## config.mk

```make
export PLATFORM = sky130hd
export DESIGN_NAME = gpio_axil_banked
export DESIGN_NICKNAME = d
export VERILOG_FILES = /design/src/rtl/gpio_axil_banked.sv
export SDC_FILE = /design/constraint.sdc
export NUM_CORES = 1
export LEC_CHECK = 0
export ABC_AREA = 1
export BUFFER_PORTS_ARGS = -buffer_cell sky130_fd_sc_hd__buf_2
export CAP_MARGIN = 25
export CORE_MARGIN = 3
export CORE_UTILIZATION = 56
export DETAILED_ROUTE_END_ITERATION = 6
export PLACE_DENSITY_LB_ADDON = 0.2
export SLEW_MARGIN = 25
export SYNTH_ARGS = -nofsm -noshare
export SYNTH_HDL_FRONTEND = slang
export SYNTH_SLANG_ARGS = --single-unit
export TNS_END_PERCENT = 30
```

## constraint.sdc

```tcl
create_clock -name clk_i -period 9.93 [get_ports clk_i]
set_input_delay 0.993 -clock clk_i [delete_from_list [all_inputs] [get_ports clk_i]]
set_output_delay 0.993 -clock clk_i [all_outputs]
set_load 0.05 [all_outputs]
```

## src/rtl/gpio_axil_banked.sv

```systemverilog
// gpio_axil_banked: AXI-Lite GPIO controller with pins grouped into 32-bit banks.
// Registers per bank: DIR, OUT, SET/CLR/TGL (write-1 modifiers of OUT), IN
// (synchronised pins), IE_RISE, IE_FALL and STATUS (write-1-to-clear).
// Ports:
//   clk_i, rst_i       clock, asynchronous active-high reset
//   gpio_in            raw pad inputs
//   gpio_out           output values
//   gpio_dir_out       direction, 1 = output
//   gpio_in_sync       inputs after the SyncStages-deep synchroniser
//   interrupt          OR of all STATUS bits
//   axi_lite_req_i/o   AXI-Lite slave request / response

package gpio_axil_banked_pkg;
    typedef struct packed { logic [31:0] addr; } axil_ax_t;
    typedef struct packed { logic [31:0] data; logic [3:0] strb; } axil_w_t;
    typedef struct packed { logic [1:0] resp; } axil_b_t;
    typedef struct packed { logic [31:0] data; logic [1:0] resp; } axil_r_t;
    typedef struct packed {
        axil_ax_t aw; logic aw_valid;
        axil_w_t  w;  logic w_valid;
        logic     b_ready;
        axil_ax_t ar; logic ar_valid;
        logic     r_ready;
    } axil_req_t;
    typedef struct packed {
        logic    aw_ready; logic w_ready;
        axil_b_t b;        logic b_valid;
        logic    ar_ready;
        axil_r_t r;        logic r_valid;
    } axil_rsp_t;
endpackage

module gpio_axil_banked #(
    parameter int unsigned NrGPIOs    = 32,
    parameter int unsigned SyncStages = 2,
    parameter type axi_lite_req_t = gpio_axil_banked_pkg::axil_req_t,
    parameter type axi_lite_rsp_t = gpio_axil_banked_pkg::axil_rsp_t
) (
    input  logic                clk_i,
    input  logic                rst_i,
    input  logic [NrGPIOs-1:0]  gpio_in,
    output logic [NrGPIOs-1:0]  gpio_out,
    output logic [NrGPIOs-1:0]  gpio_dir_out,
    output logic [NrGPIOs-1:0]  gpio_in_sync,
    output logic                interrupt,
    input  axi_lite_req_t       axi_lite_req_i,
    output axi_lite_rsp_t       axi_lite_rsp_o
);
    localparam int unsigned NrBanks = (NrGPIOs + 31) / 32;
    localparam int unsigned W       = NrBanks * 32;
    localparam logic [5:0]  NB6     = 6'(NrBanks);

    localparam logic [4:0] REG_DIR = 5'd0, REG_OUT = 5'd1, REG_SET = 5'd2,
                           REG_CLR = 5'd3, REG_TGL = 5'd4, REG_IN = 5'd5,
                           REG_IE_RISE = 5'd6, REG_IE_FALL = 5'd7, REG_STATUS = 5'd8;

    // Bits past NrGPIOs in the last bank are never written.
    function automatic logic [W-1:0] impl_mask();
        logic [W-1:0] m;
        for (int i = 0; i < W; i++) m[i] = (i < NrGPIOs);
        return m;
    endfunction
    localparam logic [NrBanks-1:0][31:0] IMPL = impl_mask();

    logic [NrBanks-1:0][31:0] dir_q, out_q, ie_rise_q, ie_fall_q, status_q;
    logic [SyncStages-1:0][NrGPIOs-1:0] sync_q;
    logic [NrGPIOs-1:0] prev_q;
    logic [NrBanks-1:0][31:0] sync_w, prev_w, rise, fall;

    logic       b_valid_q, r_valid_q;
    logic [1:0] b_resp_q, r_resp_q;
    logic [31:0] r_data_q;

    // ---------------- synchroniser and edge detection ----------------
    always_ff @(posedge clk_i or posedge rst_i) begin
        if (rst_i) begin
            sync_q <= '0;
            prev_q <= '0;
        end else begin
            sync_q[0] <= gpio_in;
            for (int i = 1; i < SyncStages; i++) sync_q[i] <= sync_q[i-1];
            prev_q <= sync_q[SyncStages-1];
        end
    end

    assign sync_w = W'(sync_q[SyncStages-1]);
    assign prev_w = W'(prev_q);
    assign rise   = sync_w & ~prev_w;
    assign fall   = ~sync_w & prev_w;

    // ---------------- write decode ----------------
    logic [4:0]  w_reg, w_bank, r_reg, r_bank;
    logic        w_err, r_err, w_fire, ar_fire;
    logic [31:0] w_bytes;
    logic [NrBanks-1:0]       w_hit;
    logic [NrBanks-1:0][31:0] w_keep, w_bits, w1c;

    assign w_reg  = axi_lite_req_i.aw.addr[11:7];
    assign w_bank = axi_lite_req_i.aw.addr[6:2];
    assign r_reg  = axi_lite_req_i.ar.addr[11:7];
    assign r_bank = axi_lite_req_i.ar.addr[6:2];
    assign w_err  = ({1'b0, w_bank} >= NB6) || (w_reg > REG_STATUS);
    assign r_err  = ({1'b0, r_bank} >= NB6) || (r_reg > REG_STATUS);

    // AW and W are only taken as a pair, and only with no B outstanding.
    assign w_fire  = !rst_i && axi_lite_req_i.aw_valid && axi_lite_req_i.w_valid && !b_valid_q;
    assign ar_fire = !rst_i && axi_lite_req_i.ar_valid && !r_valid_q;

    assign w_bytes = {{8{axi_lite_req_i.w.strb[3]}}, {8{axi_lite_req_i.w.strb[2]}},
                      {8{axi_lite_req_i.w.strb[1]}}, {8{axi_lite_req_i.w.strb[0]}}};

    always_comb begin
        for (int b = 0; b < NrBanks; b++) begin
            w_hit[b]  = w_fire && !w_err && (w_bank == 5'(b));
            w_keep[b] = w_bytes & IMPL[b];                     // bits this write may touch
            w_bits[b] = axi_lite_req_i.w.data & w_keep[b];     // bits written as 1
            w1c[b]    = (w_hit[b] && w_reg == REG_STATUS) ? w_bits[b] : 32'h0;
        end
    end

    always_ff @(posedge clk_i or posedge rst_i) begin
        if (rst_i) begin
            dir_q     <= '0;
            out_q     <= '0;
            ie_rise_q <= '0;
            ie_fall_q <= '0;
            status_q  <= '0;
        end else begin
            for (int b = 0; b < NrBanks; b++) begin
                if (w_hit[b]) begin
                    case (w_reg)
                        REG_DIR:     dir_q[b]     <= (dir_q[b] & ~w_keep[b]) | w_bits[b];
                        REG_OUT:     out_q[b]     <= (out_q[b] & ~w_keep[b]) | w_bits[b];
                        REG_SET:     out_q[b]     <= out_q[b] | w_bits[b];
                        REG_CLR:     out_q[b]     <= out_q[b] & ~w_bits[b];
                        REG_TGL:     out_q[b]     <= out_q[b] ^ w_bits[b];
                        REG_IE_RISE: ie_rise_q[b] <= (ie_rise_q[b] & ~w_keep[b]) | w_bits[b];
                        REG_IE_FALL: ie_fall_q[b] <= (ie_fall_q[b] & ~w_keep[b]) | w_bits[b];
                        default: ;
                    endcase
                end
                // New events are OR-ed in after the clear so a same-cycle set wins.
                status_q[b] <= (status_q[b] & ~w1c[b])
                             | (rise[b] & ie_rise_q[b]) | (fall[b] & ie_fall_q[b]);
            end
        end
    end

    // ---------------- read mux ----------------
    logic [31:0] rd_data;
    always_comb begin
        rd_data = 32'h0;
        for (int b = 0; b < NrBanks; b++) begin
            if (!r_err && r_bank == 5'(b)) begin
                case (r_reg)
                    REG_DIR:     rd_data = dir_q[b];
                    REG_OUT:     rd_data = out_q[b];
                    REG_IN:      rd_data = sync_w[b];
                    REG_IE_RISE: rd_data = ie_rise_q[b];
                    REG_IE_FALL: rd_data = ie_fall_q[b];
                    REG_STATUS:  rd_data = status_q[b];
                    default:     rd_data = 32'h0;
                endcase
            end
        end
    end

    // ---------------- response channels ----------------
    always_ff @(posedge clk_i or posedge rst_i) begin
        if (rst_i) begin
            b_valid_q <= 1'b0;
            b_resp_q  <= 2'b00;
            r_valid_q <= 1'b0;
            r_resp_q  <= 2'b00;
            r_data_q  <= 32'h0;
        end else begin
            if (w_fire) begin
                b_valid_q <= 1'b1;
                b_resp_q  <= w_err ? 2'b10 : 2'b00;
            end else if (axi_lite_req_i.b_ready) begin
                b_valid_q <= 1'b0;
            end
            if (ar_fire) begin
                r_valid_q <= 1'b1;
                r_data_q  <= rd_data;
                r_resp_q  <= r_err ? 2'b10 : 2'b00;
            end else if (axi_lite_req_i.r_ready) begin
                r_valid_q <= 1'b0;
            end
        end
    end

    always_comb begin
        axi_lite_rsp_o          = '0;
        axi_lite_rsp_o.aw_ready = w_fire;
        axi_lite_rsp_o.w_ready  = w_fire;
        axi_lite_rsp_o.b.resp   = b_resp_q;
        axi_lite_rsp_o.b_valid  = b_valid_q;
        axi_lite_rsp_o.ar_ready = !rst_i && !r_valid_q;
        axi_lite_rsp_o.r.data   = r_data_q;
        axi_lite_rsp_o.r.resp   = r_resp_q;
        axi_lite_rsp_o.r_valid  = r_valid_q;
    end

    logic [W-1:0] out_flat, dir_flat;
    assign out_flat     = out_q;
    assign dir_flat     = dir_q;
    assign gpio_out     = out_flat[NrGPIOs-1:0];
    assign gpio_dir_out = dir_flat[NrGPIOs-1:0];
    assign gpio_in_sync = sync_q[SyncStages-1];
    assign interrupt    = |status_q;

    logic unused_bits;
    assign unused_bits = ^{axi_lite_req_i.aw.addr[31:12], axi_lite_req_i.aw.addr[1:0],
                           axi_lite_req_i.ar.addr[31:12], axi_lite_req_i.ar.addr[1:0],
                           out_flat, dir_flat, sync_w, prev_w};
endmodule
```

==> flow_summary.toml, run 1 <==
[logic_synthesis]
syn-cell-area_um2 = 14200
synth_cell_types = 31
synth_edf_count = 0
yosys_warnings = 0
synth_top_area_cell = "dfrtp_1"
synth_top_family_by_area = "simple AND/OR/NAND/NOR gates"
synthesis.instances = 1736
synth_adder_area_share_pct = 2.820
synth_seq_area_share_pct = 51.46
async_flop_share_pct = 100.0
synth_simple_gate_area_share_pct = 30.64
synthMuxAreaShare_pct = 0
synth_xor_area_share_pct = 0
yosys_register_bits = 292
yosys-top-cells-area = "dfrtp_1 51%, nand2_1 16%, nand4_1 4.9%, o21ai_0 3.8%, inv_1 3.8%"
yosys.area.top_type_share_pct = 51.46
synth_compound_area_share_pct = 6.723
syn_area_per_cell_um2 = 8.180
synthFlopType = "dfrtp_1"

[sta]
rsz0062_at_grt = "no"
fin_crit_sh_pct = 41.56
setup_viol = 0
hold_viol = 0
max_slew_margin_pct = 24.40
holdWs_ns = 0.3466
finalClockSkew_ns = 0.008158
slew_violations = 0
fmax_mhz = 242.3
post-route-min-period_ns = 4.127
worst_slew_pin_slew_ns = 1.131
fin_tns_setup_ns = 0

[worst_setup_path]
endpoint_kind = "register"
start_kind = "input pin"
cp_max_fo = 30
crit_path_top_delay_cell = "nand3_1"
cp_common_cell = "nand2_1"
path_class = "in2reg"
max_stage_delay_ns = 0.99
cp_num_buf_inv = 4
crit_required_ns = 10.42
path_cells = "buf_2 -> nand2_1 -> inv_1 -> nand3_1 -> inv_1 -> nand2_1 -> nand2_1 -> inv_1 -> nand2_1 -> nand2_1 -> nand2_1"
cp.arrival_ns = 4.61
critical-path-top-delay-family = "buffers and inverters"

[routing]
highest_layer = "met5"
avgRoutedWirePerCell_um = 19.52
drtAntennaViolNets = 0
wl_met2_mm = 19.24
route.vias.total = 12990
wl_met3_mm = 5.225
route.layer.met1.wl_mm = 17.57
viasPerCell = 5.790
wl_mm = 43.79
drtIter0Drc = 1359
drt_first_pass_iters = 6
route.detailed.drc = 0

[floorplan]
num_rows = 57
die_y_um = 165.2
io_pins = 277
fp.dieW_um = 165.2
coreArea_um2 = 24600
die_area_um2 = 27300
start_util_pct = 57.71

[grt]
grt_pass1_vias = 12480
grt_pass1_wl_mm = 67.82
antenna_found_initial = 3
grt_max_degree = 93
track_usage_pct = 32.06
grt_overflow_total = 0

[place]
io_buffers = 230
gp_congestion = 0.9110
dp_hpwl_mm = 28.33

[clock_tree]
clock_sinks = 292
numCtsBuffers = 31
path_clk_slew_ns = 0.06
htreeDepth = 1
cts_resized = 0
post_cts_buffers = 0
cts_tree = "built"
cts.root.buffer_cell = "clkbuf_16"
postCtsHoldBufs = 0
insertion_delay_ns = 0.55
clk_path_buf_depth = 3

[power]
vdd_drop_max_mv = 0.1219
total_power_w = 0.002601
power.leakage_nw = 8.490
p_per_area_nw_per_um2 = 159.0

[run]
drv_cap = 0

[layout]
area_growth_pct = 15.21
fin_nets = 2067
postLayoutCoreUtil_pct = 66.49
drive_gt1_share_pct = 18.52
final_cell_mix = "586 x nand2_1, 292 x dfrtp_1, 230 x buf_2, 142 x inv_1, 111 x nand4_1"
final_common_cell = "nand2_1"

[worst_hold_path]
hold_class = "reg2reg"

[run_status]
status = "finished clean"
[metal layers]
metal	vias to the layer above	track usage, %
li1	5955	-
met1	6195	42.63
met2	686	49.50
met3	146	9.778
met4	6	12.58
met5	-	0
[cell families after synthesis]
logic type | Yosys count
compound gates | 181
flops | 292
fa+ha+maj | 32
other cells | 1
simple gates | 963
buf+inv | 267
[worst register-to-register path, cell delays in order, from the launching register on]
cell	delay, ns
dfrtp_1	0.38
inv_1	0.08
nand2_1	0.06
nor2_2	0.27
inv_1	0.14
nor2_4	0.24
nand3b_1	0.62
buf_4	0.47
o21ai_0	0.24
nand2_1	0.07
[power by group]
part	internal (W)	leakage [nW]	switching, W
sequential	0.00121	3.68	0.0000166
combinational	0.0000408	4.30	0.000149
clock	0.000709	0.514	0.000474
[synthesized netlist by cell type (2+ instances only)]
cell type / instances
nand2_1: 587
dfrtp_1: 292
inv_1: 143
nand4_1: 111
o21ai_0: 108
nor2_1: 90
nand3_1: 74
clkbuf_1: 46
o21ai_1: 41
buf_4: 38
nand3b_1: 33
ha_1: 32
buf_2: 25
a31oi_1: 23
or2_2: 23
buf_1: 10
or2_1: 9
a22oi_1: 8
nor4_1: 8
nand3_2: 5
nor2_2: 5
nor2_4: 5
nor3_1: 5
inv_2: 4
nand4_2: 4
nand2_2: 2
[cell type report]
class                      count  area [um2]
timing repair buffer         246        1287
inverter                     147       560.5
fill                        2050        8245
tap                          324       405.4
clock buffer                  39       855.8
multi-input combinational   1178        5751
sequential                   292        7307
antenna                        2       5.005
clock inverter                15       187.7
[worst paths after layout]
kind                                    to  cells after the start          startpoint  slack (ns)
max                           r_data_q[26]                     11  axi_lite_req_i[11]        5.80
min                        gpio_in_sync[4]                      0           sync_q[4]        0.35
max reg2reg                   status_q[23]                      9           b_valid_q        7.23
min reg2reg                gpio_in_sync[4]                      0           sync_q[4]        0.35
max in group asynchronous        async pin                      3               rst_i        8.07
min in group asynchronous        r_valid_q                      2               rst_i        0.57
[per-stage QoR]
stage	std cells	worst slack, ns	area [um2]
2_1_floorplan	1737	0.8560	14200
3_3_place_gp	2186	5.651	15280
3_5_place_dp	2186	5.616	15280
4_1_cts	2240	6.190	16330
5_1_grt	2241	5.948	16350
6_report	2243	5.804	16360
(Power assumes the default switching activity.)
==> run 2, diff against run 1 <==
--- a/config.mk
+++ b/config.mk
@@ -9,7 +9,7 @@
 export BUFFER_PORTS_ARGS = -buffer_cell sky130_fd_sc_hd__buf_2
 export CAP_MARGIN = 25
 export CORE_MARGIN = 3
-export CORE_UTILIZATION = 56
+export CORE_UTILIZATION = 50
 export DETAILED_ROUTE_END_ITERATION = 6
 export PLACE_DENSITY_LB_ADDON = 0.2
 export SLEW_MARGIN = 25
==> constraint.sdc (replaced) <==
create_clock -name clk_i -period 3.7 [get_ports clk_i]
set_input_delay 0.37 -clock clk_i [delete_from_list [all_inputs] [get_ports clk_i]]
set_output_delay 0.37 -clock clk_i [all_outputs]
set_load 0.05 [all_outputs]
==> run 2 against run 1 <==
- the run now ends with design-rule violations left
- combinational power rose to 2.8 times the previous value
- global-route usage decreased by 3.6 points
- critical endpoint is now gpio_out[10]
- die area up 12%
- count of clock-buffer cells in the layout rose by 5
- non-clock buffer count increased by 42
- flip-flop and latch count unchanged
- power grew to 2.7 times the previous value
- sequential share of layout area shrank 1.1 points
- largest power group unchanged
==> flow_summary.toml, run 2 (synthesized netlist as in run 1, its figures left out) <==
[place]
io_buffers = 230
dp_hpwl_mm = 28.39
post_dp_cell_area_um2 = 15420
dp_cells = 2250
pre_cts_slack_ns = 0.9377
gp_congestion = 0.8992

[floorplan]
start_util_pct = 50.97
fp.dieW_um = 174.5
num_rows = 61
die_y_um = 174.5
io_pins = 277
die_area_um2 = 30460
coreArea_um2 = 27860

[layout]
final_cell_mix = "587 x nand2_1, 292 x dfrtp_1, 230 x buf_2, 141 x inv_1, 111 x nand4_1"
antenna_cells = 0
area_growth_pct = 18.08
fin_area_um2 = 16770
final_cells = 2334
drive_gt1_share_pct = 18.30
fin_nets = 2108
final_common_cell = "nand2_1"
nFillCells = 2479

[grt]
grt_pass1_wl_mm = 68.79
grt_overflow_total = 0
antenna_found_initial = 3
track_usage_pct = 28.49
grt_max_degree = 154
grt_pass1_vias = 12670

[worst_setup_path]
start_kind = "register"
cp_common_cell = "nand2_1"
endpoint_kind = "register"
path_class = "reg2reg"
path_cells = "inv_1 -> nand2_1 -> nor2_2 -> inv_2 -> nor2_4 -> nand2_1 -> nor2_4 -> nand2_1 -> nand2_1 -> nand2_1"
crit_path_top_delay_cell = "nor2_4"
cp.arrival_ns = 3.04
max_stage_delay_ns = 0.59
critical-path-top-delay-family = "simple AND/OR/NAND/NOR gates"
crit_required_ns = 4.14
cp_num_buf_inv = 2
cp_max_fo = 29

[routing]
route.vias.total = 12820
avgRoutedWirePerCell_um = 18.72
drt_first_pass_iters = 7
viasPerCell = 5.494
drtIter0Drc = 1184
wl_mm = 43.69
drtAntennaViolNets = 0
route.detailed.drc = 9

[sta]
hold_viol = 0
worst_slew_pin_slew_ns = 0.9197
timing.final.ws_setup_ns = 1.104
finalClockSkew_ns = 0.01531
post-route-min-period_ns = 2.596
fmax_mhz = 385.2
setup_viol = 0
fin_crit_sh_pct = 70.16
rsz0062_at_grt = "no"
slew_violations = 0
max_slew_margin_pct = 38.69

[clock_tree]
post_cts_buffers = 0
cts_resized = 0
clock_sinks = 292
cts_tree = "built"
htreeDepth = 1
clk_path_buf_depth = 3
path_clk_slew_ns = 0.07
cts.root.buffer_cell = "clkbuf_16"
postCtsHoldBufs = 33
numCtsBuffers = 30
insertion_delay_ns = 0.56

[run_status]
violations = "design-rule violations"
status = "finished with violations"

[power]
power.leakage_nw = 8.656
vdd_drop_max_mv = 0.3471
total_power_w = 0.006969
p_per_area_nw_per_um2 = 415.6

[worst_hold_path]
hold_class = "in2reg"

[run]
drv_cap = 0
==> run 2: changes by cell type in the layout (fill, tap and decap cells not counted), sizes merged <==
cell         delta
buf             +9
bufinv          -1
clkbuf          +5
clkinv          -6
clkinvlp        -1
diode           -2
dlygate4sd3    +33
==> run 2: per-stage QoR <==
stage               hold slack [ns]  utilization [%]  setup TNS [ns]
detailed placement           0.3347            55.36               0
global placement             0.3316            55.36               0
global route                0.02743            60.19               0
CTS                         0.02664            60.19               0
floorplan                    0.3312                -         -477.83
finish                      0.04505            60.19               0
==> run 2: layout make-up <==
| cell class | instances | area (um2) | share of cell area, % |
|---|---|---|---|
| tap | 378 | 473.0 | 2.821 |
| multi-input combinational | 1178 | 5736 | 34.21 |
| inverter | 147 | 555.5 | 3.313 |
| timing repair buffer | 288 | 1682 | 10.03 |
| sequential | 292 | 7307 | 43.58 |
| clock inverter | 7 | 110.1 | 0.6567 |
| clock buffer | 44 | 904.6 | 5.395 |
==> run 2: final timing paths <==
kind / start / to / slack, ns / cells past startpoint
worst max-delay path: b_valid_q / gpio_out[10] / 1.10 / 10
min in group asynchronous: rst_i / sync_q[31] / 0.11 / 3
worst min register to register: sync_q[26] / gpio_in_sync[26] / 0.35 / 0
worst min-delay path: axi_lite_req_i[34] / b_valid_q / 0.05 / 2
max in group asynchronous: rst_i / gpio_in_sync[13] / 2.03 / 4
worst max register to register: b_valid_q / gpio_out[10] / 1.10 / 10
==> run 2: per-layer routing <==
| metal | up-vias | track usage [%] | wire [um] |
|---|---|---|---|
| li1 | 6019 | - | - |
| met1 | 6106 | 37.96 | 18140 |
| met2 | 573 | 45.29 | 19700 |
| met3 | 118 | 6.772 | 4052 |
| met4 | 6 | 11.34 | 1749 |
| met5 | - | 0 | 37 |
==> run 2: report_power, final <==
part	internal, W	leakage, nW	total, W	switching (W)
combinational	0.000136	4.47	0.000539	0.000403
sequential	0.00325	3.68	0.00329	0.0000424
clock	0.00188	0.503	0.00314	0.00126
==> run 3, diff against run 2 <==
--- a/config.mk
+++ b/config.mk
@@ -5,11 +5,11 @@
 export SDC_FILE = /design/constraint.sdc
 export NUM_CORES = 1
 export LEC_CHECK = 0
-export ABC_AREA = 1
+export ABC_AREA = 0
 export BUFFER_PORTS_ARGS = -buffer_cell sky130_fd_sc_hd__buf_2
 export CAP_MARGIN = 25
 export CORE_MARGIN = 3
-export CORE_UTILIZATION = 50
+export CORE_UTILIZATION = 55
 export DETAILED_ROUTE_END_ITERATION = 6
 export PLACE_DENSITY_LB_ADDON = 0.2
 export SLEW_MARGIN = 25
==> constraint.sdc (replaced) <==
create_clock -name clk_i -period 2.6 [get_ports clk_i]
set_input_delay 0.26 -clock clk_i [delete_from_list [all_inputs] [get_ports clk_i]]
set_output_delay 0.26 -clock clk_i [all_outputs]
set_load 0.05 [all_outputs]
==> run 3 against run 2 <==
- the run now ends clean
- worst hold slack got worse by 0.029 ns
- fmax rose by 4.8%
- setup slack got worse by 0.98 ns
- design area fell by 5.2%
- power rose by 37%
- combinational power rose by 30%
- via count fell by 23%
- clock skew fell by 0.00055 ns
- largest cell class unchanged
==> flow_summary.toml, run 3 <==
[run_status]
status = "finished clean"

[sta]
worst_slew_pin_slew_ns = 0.7674
max_slew_margin_pct = 48.76
fin_crit_sh_pct = 95.26
rsz0062_at_grt = "no"
timing.final.ws_setup_ns = 0.1232
finalClockSkew_ns = 0.01475
post-route-min-period_ns = 2.477
hold_viol = 0
fmax_mhz = 403.8
slew_violations = 0
setup_viol = 0

[logic_synthesis]
synth_cell_types = 47
async_flop_share_pct = 100.0
synthFlopType = "dfrtp_1"
syn-cell-area_um2 = 13000
synth_common_cells = "292 x dfrtp_1, 135 x nand2_1, 96 x mux2_2"
yosys.cell_count.top_type = "dfrtp_1"
yosys.area.top_type_share_pct = 56.19
yosys_register_bits = 292
yosys_warnings = 0
synthesis.instances = 1080
synth_seq_area_share_pct = 56.19
syn_area_per_cell_um2 = 12.04
synth_edf_count = 0
yosys-top-cells-area = "dfrtp_1 56%, mux2_2 8.3%, mux2i_1 4.8%, nand2_1 3.9%, o21ai_0 3.7%"
synth_top_area_cell = "dfrtp_1"

[floorplan]
coreArea_um2 = 22920
num_rows = 55
die_y_um = 159.8
start_util_pct = 56.75
fp.dieW_um = 159.8
die_area_um2 = 25520
io_pins = 277

[worst_setup_path]
start_kind = "register"
cp_max_fo = 8
endpoint_kind = "register"
cp.arrival_ns = 2.90
crit_required_ns = 3.02
path_class = "reg2reg"

[grt]
grt_max_degree = 97
grt_overflow_total = 0
antenna_found_initial = 0
grt_pass1_vias = 10190
track_usage_pct = 27.41
grt_pass1_wl_mm = 56.26

[clock_tree]
cts_tree = "built"
path_clk_slew_ns = 0.06
insertion_delay_ns = 0.55
cts.root.buffer_cell = "clkbuf_16"
clk_path_buf_depth = 3
htreeDepth = 1
clock_sinks = 292
numCtsBuffers = 30

[power]
power.switching_w = 0.002254
swShare_pct = 23.54
power.leakage_nw = 7.462
p_per_area_nw_per_um2 = 602.8
p_int_w = 0.007324
pwr-share-seq_pct = 49.0
combPwrFrac_pct = 7.3
clkPwrFrac_pct = 43.7
vdd_drop_max_mv = 0.5545

[layout]
final_common_cell = "dfrtp_1"
antenna_cells = 0
final_cell_mix = "292 x dfrtp_1, 229 x buf_2, 135 x nand2_1, 96 x mux2_2, 95 x o21ai_0"
nFillCells = 1733
area_growth_pct = 22.21
fin_nets = 1505
final_cells = 1668
drive_gt1_share_pct = 32.03

[place]
io_buffers = 230
pre_cts_slack_ns = 0.2054
dp_hpwl_mm = 22.80
dp_cells = 1568
gp_congestion = 0.8232

[routing]
avgRoutedWirePerCell_um = 21.04
route.detailed.drc = 0
drtAntennaViolNets = 0
drtIter0Drc = 820
route.vias.total = 9916
viasPerCell = 5.945
drt_first_pass_iters = 6
wl_mm = 35.10

[run]
drv_cap = 0

[worst_hold_path]
hold_class = "in2reg"
[run 3: through the flow]
step / util (%) / total power (W) / instance area (um2) / setup TNS [ns] / hold WS [ns]
after floorplan: - / 0.005198 / 13010 / -448.27 / 0.2914
after global placement: 62.76 / 0.005408 / 14380 / 0 / 0.3313
after detailed placement: 62.93 / 0.005426 / 14420 / 0 / 0.3356
after CTS: 69.24 / 0.009657 / 15870 / 0 / 0.0005598
after global routing: 69.35 / 0.009910 / 15890 / 0 / 0.01295
final: 69.35 / 0.009579 / 15890 / 0 / 0.01623
[run 3: worst max-delay path, stage by stage (launching register included)]
cell and delay (ns):
dfrtp_1 0.41, nor4bb_2 0.39, buf_4 0.24, and4_1 0.48
nand4_2 0.40, mux2_2 0.41
[run 3: cell type report]
type / instances / area, um2 / area share [%]
Clock inverter: 7 / 62.56 / 0.3937
Tap cell: 313 / 391.6 / 2.464
Sequential cell: 292 / 7307 / 45.98
Timing Repair Buffer: 316 / 1982 / 12.47
Clock buffer: 46 / 902.1 / 5.677
Multi-Input combinational cell: 690 / 5228 / 32.90
Inverter: 4 / 18.77 / 0.1181
[run 3: timing repair]
action / 4_1_cts / 5_1_grt
setup endpoints to repair: 1 / 1
endpoints found under the hold margin: 80 / 0
setup buffers: 0 / 0
resized for setup: 2 / 3
hold buffers: 47 / 0
pin swaps: 0 / 1
[run 3: worst paths after layout]
path | start | endpoint | slack [ns] | depth (start not counted)
worst max-delay path | b_valid_q | register | 0.12 | 5
worst min-delay path | axi_lite_req_i[69] | register | 0.02 | 2
worst max register to register | b_valid_q | register | 0.12 | 5
worst min register to register | sync_q[4] | gpio_in_sync[4] | 0.35 | 0
max in group asynchronous | rst_i | r_data_q[17] | 1.43 | 4
min in group asynchronous | rst_i | async pin | 0.32 | 3
[run 3: cells by family (layout without fill, tap and decap cells)]
family / after synthesis / count (layout) / share of synthesized area (%)
AOI/OAI and AO/OA: 272 / 272 / 13.83
xor gates and xnor gates: 1 / 1 / 0.06737
adders and majority gates: 32 / 32 / 3.079
buffers and inverters: 99 / 373 / 4.118
DFF: 292 / 292 / 56.19
muxes: 160 / 160 / 13.25
other: 1 / 2 / 0.02884
and+or+nand+nor: 223 / 223 / 9.439
[run 3: metal layers]
metal / share of wire, % / track usage (%)
met5: 0 / 0
met4: 2.5 / 7.879
met3: 6.3 / 4.540
met2: 49 / 46.48
met1: 42 / 36.73
[run 3: power groups by stage]
stage | clock network (W) | registers (W) | logic [W]
after global placement | 0 | 0.00477 | 0.000638
after global routing | 0.00445 | 0.00470 | 0.000761
final | 0.00418 | 0.00469 | 0.000702
after floorplan | 0 | 0.00477 | 0.000429
after CTS | 0.00426 | 0.00469 | 0.000706
after detailed placement | 0 | 0.00477 | 0.000651
